<file path="src/rtl/score_overlay_gen.sv">
// HUD overlay for the "S dddd" score row and "L dd" level row: sequential BCD conversion of
// the score, sprite ROM addressing and a 2-stage pixel pipeline. Optional macro SCORE_LZ_BLANK_EN.
module score_overlay_gen #(
    parameter int SCORE_X0  = 16,
    parameter int SCORE_Y0  = 8,
    parameter int LEVEL_X0  = 16,
    parameter int LEVEL_Y0  = 40,
    parameter int GLYPH_W   = 20,
    parameter int GLYPH_H   = 25,
    parameter int SCORE_MAX = 9999
) (
    input  logic        Clk,
    input  logic        Reset_n,
    input  logic [13:0] score,
    input  logic        score_load,
    input  logic [6:0]  level,
    input  logic [9:0]  DrawX,
    input  logic [9:0]  DrawY,
    output logic [14:0] read_address0,
    output logic [14:0] read_address1,
    input  logic [4:0]  data_Out0,
    input  logic [4:0]  data_Out1,
    output logic        busy,
    output logic        pixel_on,
    output logic [4:0]  pixel_color
);

    localparam logic [14:0] GLYPH_WORDS = 15'(GLYPH_W * GLYPH_H);
    localparam logic [9:0]  S_X0 = 10'(SCORE_X0);
    localparam logic [9:0]  S_X1 = 10'(SCORE_X0 + 5 * GLYPH_W);
    localparam logic [9:0]  S_Y0 = 10'(SCORE_Y0);
    localparam logic [9:0]  S_Y1 = 10'(SCORE_Y0 + GLYPH_H);
    localparam logic [9:0]  L_X0 = 10'(LEVEL_X0);
    localparam logic [9:0]  L_X1 = 10'(LEVEL_X0 + 3 * GLYPH_W);
    localparam logic [9:0]  L_Y0 = 10'(LEVEL_Y0);
    localparam logic [9:0]  L_Y1 = 10'(LEVEL_Y0 + GLYPH_H);
    localparam logic [3:0]  GLYPH_L = 4'd10;
    localparam logic [3:0]  GLYPH_S = 4'd11;

    typedef enum logic [1:0] {IDLE, SHIFT, COMMIT} state_t;

    state_t      state_reg;
    logic [13:0] bin_reg;
    logic [15:0] bcd_reg;
    logic [3:0]  iter_reg;
    logic        pend_reg;
    logic [13:0] pend_val_reg;
    logic [15:0] digit_reg;
    logic [3:0]  lvl_tens_reg;
    logic [3:0]  lvl_ones_reg;
    logic        busy_reg;

    logic [13:0] score_sat;
    logic [15:0] bcd_adj;

    assign score_sat = (score > 14'(SCORE_MAX)) ? 14'(SCORE_MAX) : score;

    // Double-dabble correction: every nibble >= 5 gets +3 before the shift.
    generate
        for (genvar gi = 0; gi < 4; gi++) begin : g_dabble
            assign bcd_adj[gi*4 +: 4] = (bcd_reg[gi*4 +: 4] >= 4'd5) ?
                                        bcd_reg[gi*4 +: 4] + 4'd3 : bcd_reg[gi*4 +: 4];
        end
    endgenerate

    logic [6:0] lvl_sat;
    logic [3:0] lvl_tens_c;
    logic [3:0] lvl_ones_c;

    assign lvl_sat = (level > 7'd99) ? 7'd99 : level;

    always_comb begin
        lvl_tens_c = 4'd0;
        lvl_ones_c = lvl_sat[3:0];
        for (int k = 1; k < 10; k++) begin
            if (lvl_sat >= 7'(k * 10)) begin
                lvl_tens_c = 4'(k);
                lvl_ones_c = 4'(lvl_sat - 7'(k * 10));
            end
        end
    end

    always_ff @(posedge Clk or negedge Reset_n) begin
        if (!Reset_n) begin
            state_reg    <= IDLE;
            bin_reg      <= '0;
            bcd_reg      <= '0;
            iter_reg     <= '0;
            pend_reg     <= 1'b0;
            pend_val_reg <= '0;
            digit_reg    <= '0;
            lvl_tens_reg <= '0;
            lvl_ones_reg <= '0;
            busy_reg     <= 1'b0;
        end else begin
            lvl_tens_reg <= lvl_tens_c;
            lvl_ones_reg <= lvl_ones_c;
            case (state_reg)
                IDLE: begin
                    if (score_load) begin
                        bin_reg   <= score_sat;
                        bcd_reg   <= '0;
                        iter_reg  <= '0;
                        busy_reg  <= 1'b1;
                        state_reg <= SHIFT;
                    end
                end
                SHIFT: begin
                    bcd_reg  <= 16'({bcd_adj, bin_reg[13]});
                    bin_reg  <= {bin_reg[12:0], 1'b0};
                    iter_reg <= iter_reg + 4'd1;
                    if (iter_reg == 4'd13) begin
                        state_reg <= COMMIT;
                    end
                    if (score_load) begin
                        pend_reg     <= 1'b1;
                        pend_val_reg <= score_sat;
                    end
                end
                COMMIT: begin
                    // All four digits change on the same edge so a frame never sees a mix.
                    digit_reg <= bcd_reg;
                    pend_reg  <= 1'b0;
                    if (score_load || pend_reg) begin
                        bin_reg   <= score_load ? score_sat : pend_val_reg;
                        bcd_reg   <= '0;
                        iter_reg  <= '0;
                        state_reg <= SHIFT;
                    end else begin
                        busy_reg  <= 1'b0;
                        state_reg <= IDLE;
                    end
                end
                default: begin
                    busy_reg  <= 1'b0;
                    state_reg <= IDLE;
                end
            endcase
        end
    end

    assign busy = busy_reg;

    logic [9:0]  dx0, dy0, col0;
    logic [2:0]  slot0;
    logic [3:0]  glyph0;
    logic        hit0_c;
    logic        blank0_c;
    logic [14:0] addr0_c;

    assign dx0    = DrawX - S_X0;
    assign dy0    = DrawY - S_Y0;
    assign hit0_c = (DrawX >= S_X0) && (DrawX < S_X1) && (DrawY >= S_Y0) && (DrawY < S_Y1);

    // Slot select by range compare against multiples of the glyph width.
    always_comb begin
        slot0 = 3'd0;
        col0  = dx0;
        for (int k = 1; k < 5; k++) begin
            if (dx0 >= 10'(k * GLYPH_W)) begin
                slot0 = 3'(k);
                col0  = dx0 - 10'(k * GLYPH_W);
            end
        end
    end

    always_comb begin
        case (slot0)
            3'd0:    glyph0 = GLYPH_S;
            3'd1:    glyph0 = digit_reg[15:12];
            3'd2:    glyph0 = digit_reg[11:8];
            3'd3:    glyph0 = digit_reg[7:4];
            default: glyph0 = digit_reg[3:0];
        endcase
    end

`ifdef SCORE_LZ_BLANK_EN
    logic lz_thousands, lz_hundreds, lz_tens;
    assign lz_thousands = (digit_reg[15:12] == 4'd0);
    assign lz_hundreds  = lz_thousands && (digit_reg[11:8] == 4'd0);
    assign lz_tens      = lz_hundreds && (digit_reg[7:4] == 4'd0);
    assign blank0_c     = ((slot0 == 3'd1) && lz_thousands) ||
                          ((slot0 == 3'd2) && lz_hundreds)  ||
                          ((slot0 == 3'd3) && lz_tens);
`else
    assign blank0_c = 1'b0;
`endif

    assign addr0_c = 15'(glyph0) * GLYPH_WORDS + 15'(dy0) * 15'(GLYPH_W) + 15'(col0);
    assign read_address0 = (hit0_c && Reset_n) ? addr0_c : 15'd0;

    logic [9:0]  dx1, dy1, col1;
    logic [1:0]  slot1;
    logic [3:0]  glyph1;
    logic        hit1_c;
    logic [14:0] addr1_c;

    assign dx1    = DrawX - L_X0;
    assign dy1    = DrawY - L_Y0;
    assign hit1_c = (DrawX >= L_X0) && (DrawX < L_X1) && (DrawY >= L_Y0) && (DrawY < L_Y1);

    always_comb begin
        slot1 = 2'd0;
        col1  = dx1;
        for (int k = 1; k < 3; k++) begin
            if (dx1 >= 10'(k * GLYPH_W)) begin
                slot1 = 2'(k);
                col1  = dx1 - 10'(k * GLYPH_W);
            end
        end
    end

    always_comb begin
        case (slot1)
            2'd0:    glyph1 = GLYPH_L;
            2'd1:    glyph1 = lvl_tens_reg;
            default: glyph1 = lvl_ones_reg;
        endcase
    end

    assign addr1_c = 15'(glyph1) * GLYPH_WORDS + 15'(dy1) * 15'(GLYPH_W) + 15'(col1);
    assign read_address1 = (hit1_c && Reset_n) ? addr1_c : 15'd0;

    logic hit0_reg, hit1_reg, blank0_reg;
    logic on0, on1;

    assign on0 = hit0_reg && !blank0_reg && (data_Out0 != 5'd0);
    assign on1 = hit1_reg && (data_Out1 != 5'd0);

    always_ff @(posedge Clk or negedge Reset_n) begin
        if (!Reset_n) begin
            hit0_reg    <= 1'b0;
            hit1_reg    <= 1'b0;
            blank0_reg  <= 1'b0;
            pixel_on    <= 1'b0;
            pixel_color <= '0;
        end else begin
            hit0_reg    <= hit0_c;
            hit1_reg    <= hit1_c;
            blank0_reg  <= blank0_c;
            pixel_on    <= on0 || on1;
            pixel_color <= on0 ? data_Out0 : (on1 ? data_Out1 : 5'd0);
        end
    end

endmodule

</file>
<file path="config.mk">
export PLATFORM = sky130hd
export DESIGN_NAME = score_overlay_gen
export DESIGN_NICKNAME = d
export VERILOG_FILES = /design/src/rtl/score_overlay_gen.sv
export SDC_FILE = /design/constraint.sdc
export NUM_CORES = 1
export LEC_CHECK = 0
export BUFFER_PORTS_ARGS = -buffer_cell sky130_fd_sc_hd__buf_2
export CAP_MARGIN = 20
export CORE_UTILIZATION = 40
export DETAILED_ROUTE_END_ITERATION = 7
export PLACE_DENSITY = 0.62
export SLEW_MARGIN = 40
export SYNTH_ARGS = -nofsm -noshare
export SYNTH_HDL_FRONTEND = slang
export SYNTH_SLANG_ARGS = --single-unit
</file>
<file path="constraint.sdc">
create_clock -name Clk -period 16.62 [get_ports Clk]
set_clock_uncertainty 0.05 [all_clocks]
set_input_delay 2.493 -clock Clk [delete_from_list [all_inputs] [get_ports Clk]]
set_output_delay 2.493 -clock Clk [all_outputs]
set_load 0.02 [all_outputs]
</file>
==> results.md <==
* Cts repair resizes at 0
* Simple-gate share of the synthesized area at 0.170
* Die area at 0.0237 mm^2
* Post-route cell area at 0.0102 mm^2
* RePlAce Congestion at 0.876
* Total CTS buffers at 9
* Final nets at 1355
* CTS tree: built
* Count of cell types in the netlist at 80
* Final Routed Wirelength at 21900 um
* Vias in the first global route at 7515
* FF-to-FF End: bcd_reg[14]
* Pin count of the biggest net entering global routing at 57
* RSZ-0062 raised after global routing: no
* Worst min path class: flop to flop
* Commonest register cell after synthesis: dfrtp_1
* Residual DRC count at 0
* Setup crit end kind: output pin
* Via count at 7861
* Syn_area_per_cell at 8.51 um^2
* Total GRT Usage at 0.191
* Wire per inst at 15.3 um
* IO Count at 91
* Setup TNS at 0 ns
* Area after DPL at 0.00991 mm^2
* GR Util met3 at 0.0349
* Gr ovfl total at 0
* Reg2reg start: state_reg[0]
* Final max-slew violation count at 0
* Chip width at 154 um
* VDD IR-drop max at 130 uV
* Row count at 55
* Max_slew headroom at 0.488
* Iter 0 DRT Violations at 497
* M2 GR Usage at 0.306
* Seq cells post-synth at 84
* Crit path required time at 14.08 ns
* Initial antenna violation count at 2
* Via density per instance at 5.47
* Gate Count Post-Synth at 1083
* Xor-xnor portion of the synthesized cell area at 0.0675
* Power Density at 127 mW/mm^2
* Ys async rst share at 1.00
* Layout cells sized above 1 at 0.128
* Final-layout fill cell count at 2262
* Syn Nets at 1291
* Multiplexer share of the synthesized area at 0.0345
* Main combinational cell family by area after synthesis: adder cells
* Worst skew pair latency at 0.34 ns
* FF-to-FF path depth at 8
* Number of enable flip-flop cells after synthesis at 0
* Max cap viols at 0
* CP Class: input pin to output pin
* Minimum clock period at 12.12 ns
* Sequential share of the synthesized area at 0.228
* CTS root buf: clkbuf_16
* Met1 GRT Util at 0.266
* Syn-to-layout area delta at 10.7%
* Final ANT Viol Nets at 0
* # setup viols final at 0
* Critical Path Start: DrawX[4]
* Synth Area in Compound Gates at 0.214
* Clock buffer depth at 2
* # port buffers at 90
* Outcome: finished, final reports clean
* Achievable Freq at 82.5 MHz
* First-pass GRT wire length at 36900 um
* R2R setup slack at 13.69 ns
* Worst Tran Pin Value at 0.765 ns
* LEAKAGE at 4.82 nW
* CTS hold repair buffers at 0
* Height of the die at 154 um
* Crit-path max FO at 15
* # Post-CTS Setup Buffers at 0
* Final hold vios at 0
* FF+latch area at 0.00210 mm^2
* Crit path capture: read_address0[14]
* Synth warn at 0
* Adder-cell share of the synthesized area at 0.236
* Data arrival, critical path at 9.57 ns
* Worst-path clk slew at 0.07 ns
* Num Clock Sinks at 84
* Drt pass-1 iters at 5
* CTS H-tree depth at 3
* Multi-input logic area at 0.00669 mm^2
* Mapped Area at 0.00922 mm^2
* Initial Utilization at 0.407
* Final Cycle Share at 0.729
* Crit start category: input pin
* Detailed placement HPWL at 17400 um
* Grt peak-use layer: met2
* Core Box Area at 0.0226 mm^2
## placed cells by master, fill, tap and decap left out, types with 5 or more instances in the layout
cell type,instances
ha_1,121
nand2_1,115
nor2_1,106
buf_2,89
dfrtp_1,84
o21ai_0,82
inv_1,76
a21oi_1,54
xnor2_1,41
fa_1,33
xor2_1,30
nor2b_1,22
mux2_2,22
nor3_1,21
a21o_1,19
nand2b_1,18
o21a_1,15
nand3_1,12
o31ai_1,12
a31oi_1,9
a22o_1,9
clkbuf_16,9
o21ai_1,8
a221oi_1,8
mux2i_1,7
a32o_1,6
a222oi_1,5
buf_4,5
## synthesized netlist by cell type (all sizes together), types with 4 or more instances
master	count	area, um^2
nor2b	22	138
o311ai	4	35.0
a221oi	9	85.1
a222oi	5	50.1
a21oi	54	270
clkbuf	35	131
o41ai	4	50.1
nand3b	4	30.0
xnor2	41	359
inv	76	285
buf	6	35.0
nor3b	5	48.8
o21ai	91	459
a32o	6	60.1
a211oi	5	42.5
o21bai	4	30.0
dfrtp	84	2100
mux2	22	248
o31ai	12	90.1
nor4	5	46.3
nand2b	18	113
or2	4	25.0
a41oi	4	35.0
and2	4	25.0
a31oi	9	56.3
mux2i	7	70.1
a21o	19	143
xor2	30	263
a211o	4	35.0
fa	33	661
nor3	21	105
a22o	9	78.8
nand3	12	60.1
nand2	115	432
ha	121	1510
o21a	15	113
nor2	108	405
## layer usage
layer | share of wire | wire [um]
met3 | 0.046 | 1010
met4 | 0.016 | 355
met1 | 0.49 | 10700
met2 | 0.45 | 9900
met5 | 0.00059 | 13
## critical path, cell delays in order
cell and delay, ns:
buf_2 0.27, inv_1 0.19, ha_1 0.40, o41ai_2 0.49
nand4b_2 0.29, nor3b_4 0.39, mux2i_1 0.48, nand2_1 0.13
a31o_1 0.32, ha_1 0.30, inv_1 0.05, fa_1 0.56
inv_1 0.06, ha_1 0.29, a21o_1 0.17, a21oi_1 0.24
xnor2_1 0.18, fa_1 0.45, ha_1 0.25, a2111oi_0 0.60
o31ai_1 0.20, o41ai_1 0.33, xor2_1 0.18, nor2_1 0.05
buf_2 0.18
## how the worst min path moves through the flow
stage | from | end | slack, ns | cells after the start
4_1_cts | pend_val_reg[3] | pend_val_reg[3] | 0.44 | 2
3_5_place_dp | pend_val_reg[3] | pend_val_reg[3] | 0.42 | 2
2_1_floorplan | bin_reg[12] | bin_reg[12] | 0.40 | 2
6_report | pend_val_reg[3] | pend_val_reg[3] | 0.43 | 2
5_1_grt | bin_reg[12] | bin_reg[12] | 0.46 | 2
3_3_place_gp | pend_val_reg[10] | pend_val_reg[10] | 0.41 | 2
## kinds of logic (layout without fill, tap and decap cells)
logic type / count (synthesis) / count (layout)
AO/OA/AOI/OAI: 292 / 292
XOR/XNOR: 71 / 71
adder cells (fa/ha/maj): 154 / 154
buffers and inverters: 118 / 186
flip-flops: 84 / 84
multiplexers: 29 / 29
other: 0 / 1
AND/OR/NAND/NOR: 335 / 335
## metrics by stage
stage               hold slack, ns  utilization  setup slack (ns)  instances  power (mW)
floorplan                    0.398            -              5.38       1083       0.953
global placement             0.412        0.437              4.47       1421        1.10
detailed placement           0.421        0.438              4.22       1421        1.11
CTS                          0.437        0.450              4.19       1436        1.31
global route                 0.460        0.451              4.05       1436        1.45
finish                       0.431        0.451              4.50       1437        1.30
## area by class of cell
type                       count  area share
multi-input combinational    881       0.656
tap                          285      0.0350
inverter                      77      0.0283
antenna                        1    0.000245
sequential                    84       0.206
clock inverter                 4     0.00331
timing repair buffer          94      0.0473
clock buffer                  11      0.0238
## power by group
part | switching (mW) | leakage (nW) | internal (mW)
registers | 0.0274 | 1.10 | 0.247
logic | 0.472 | 3.59 | 0.364
clock network | 0.0823 | 0.132 | 0.106
Note: power is estimated with default switching activity, not from simulation.
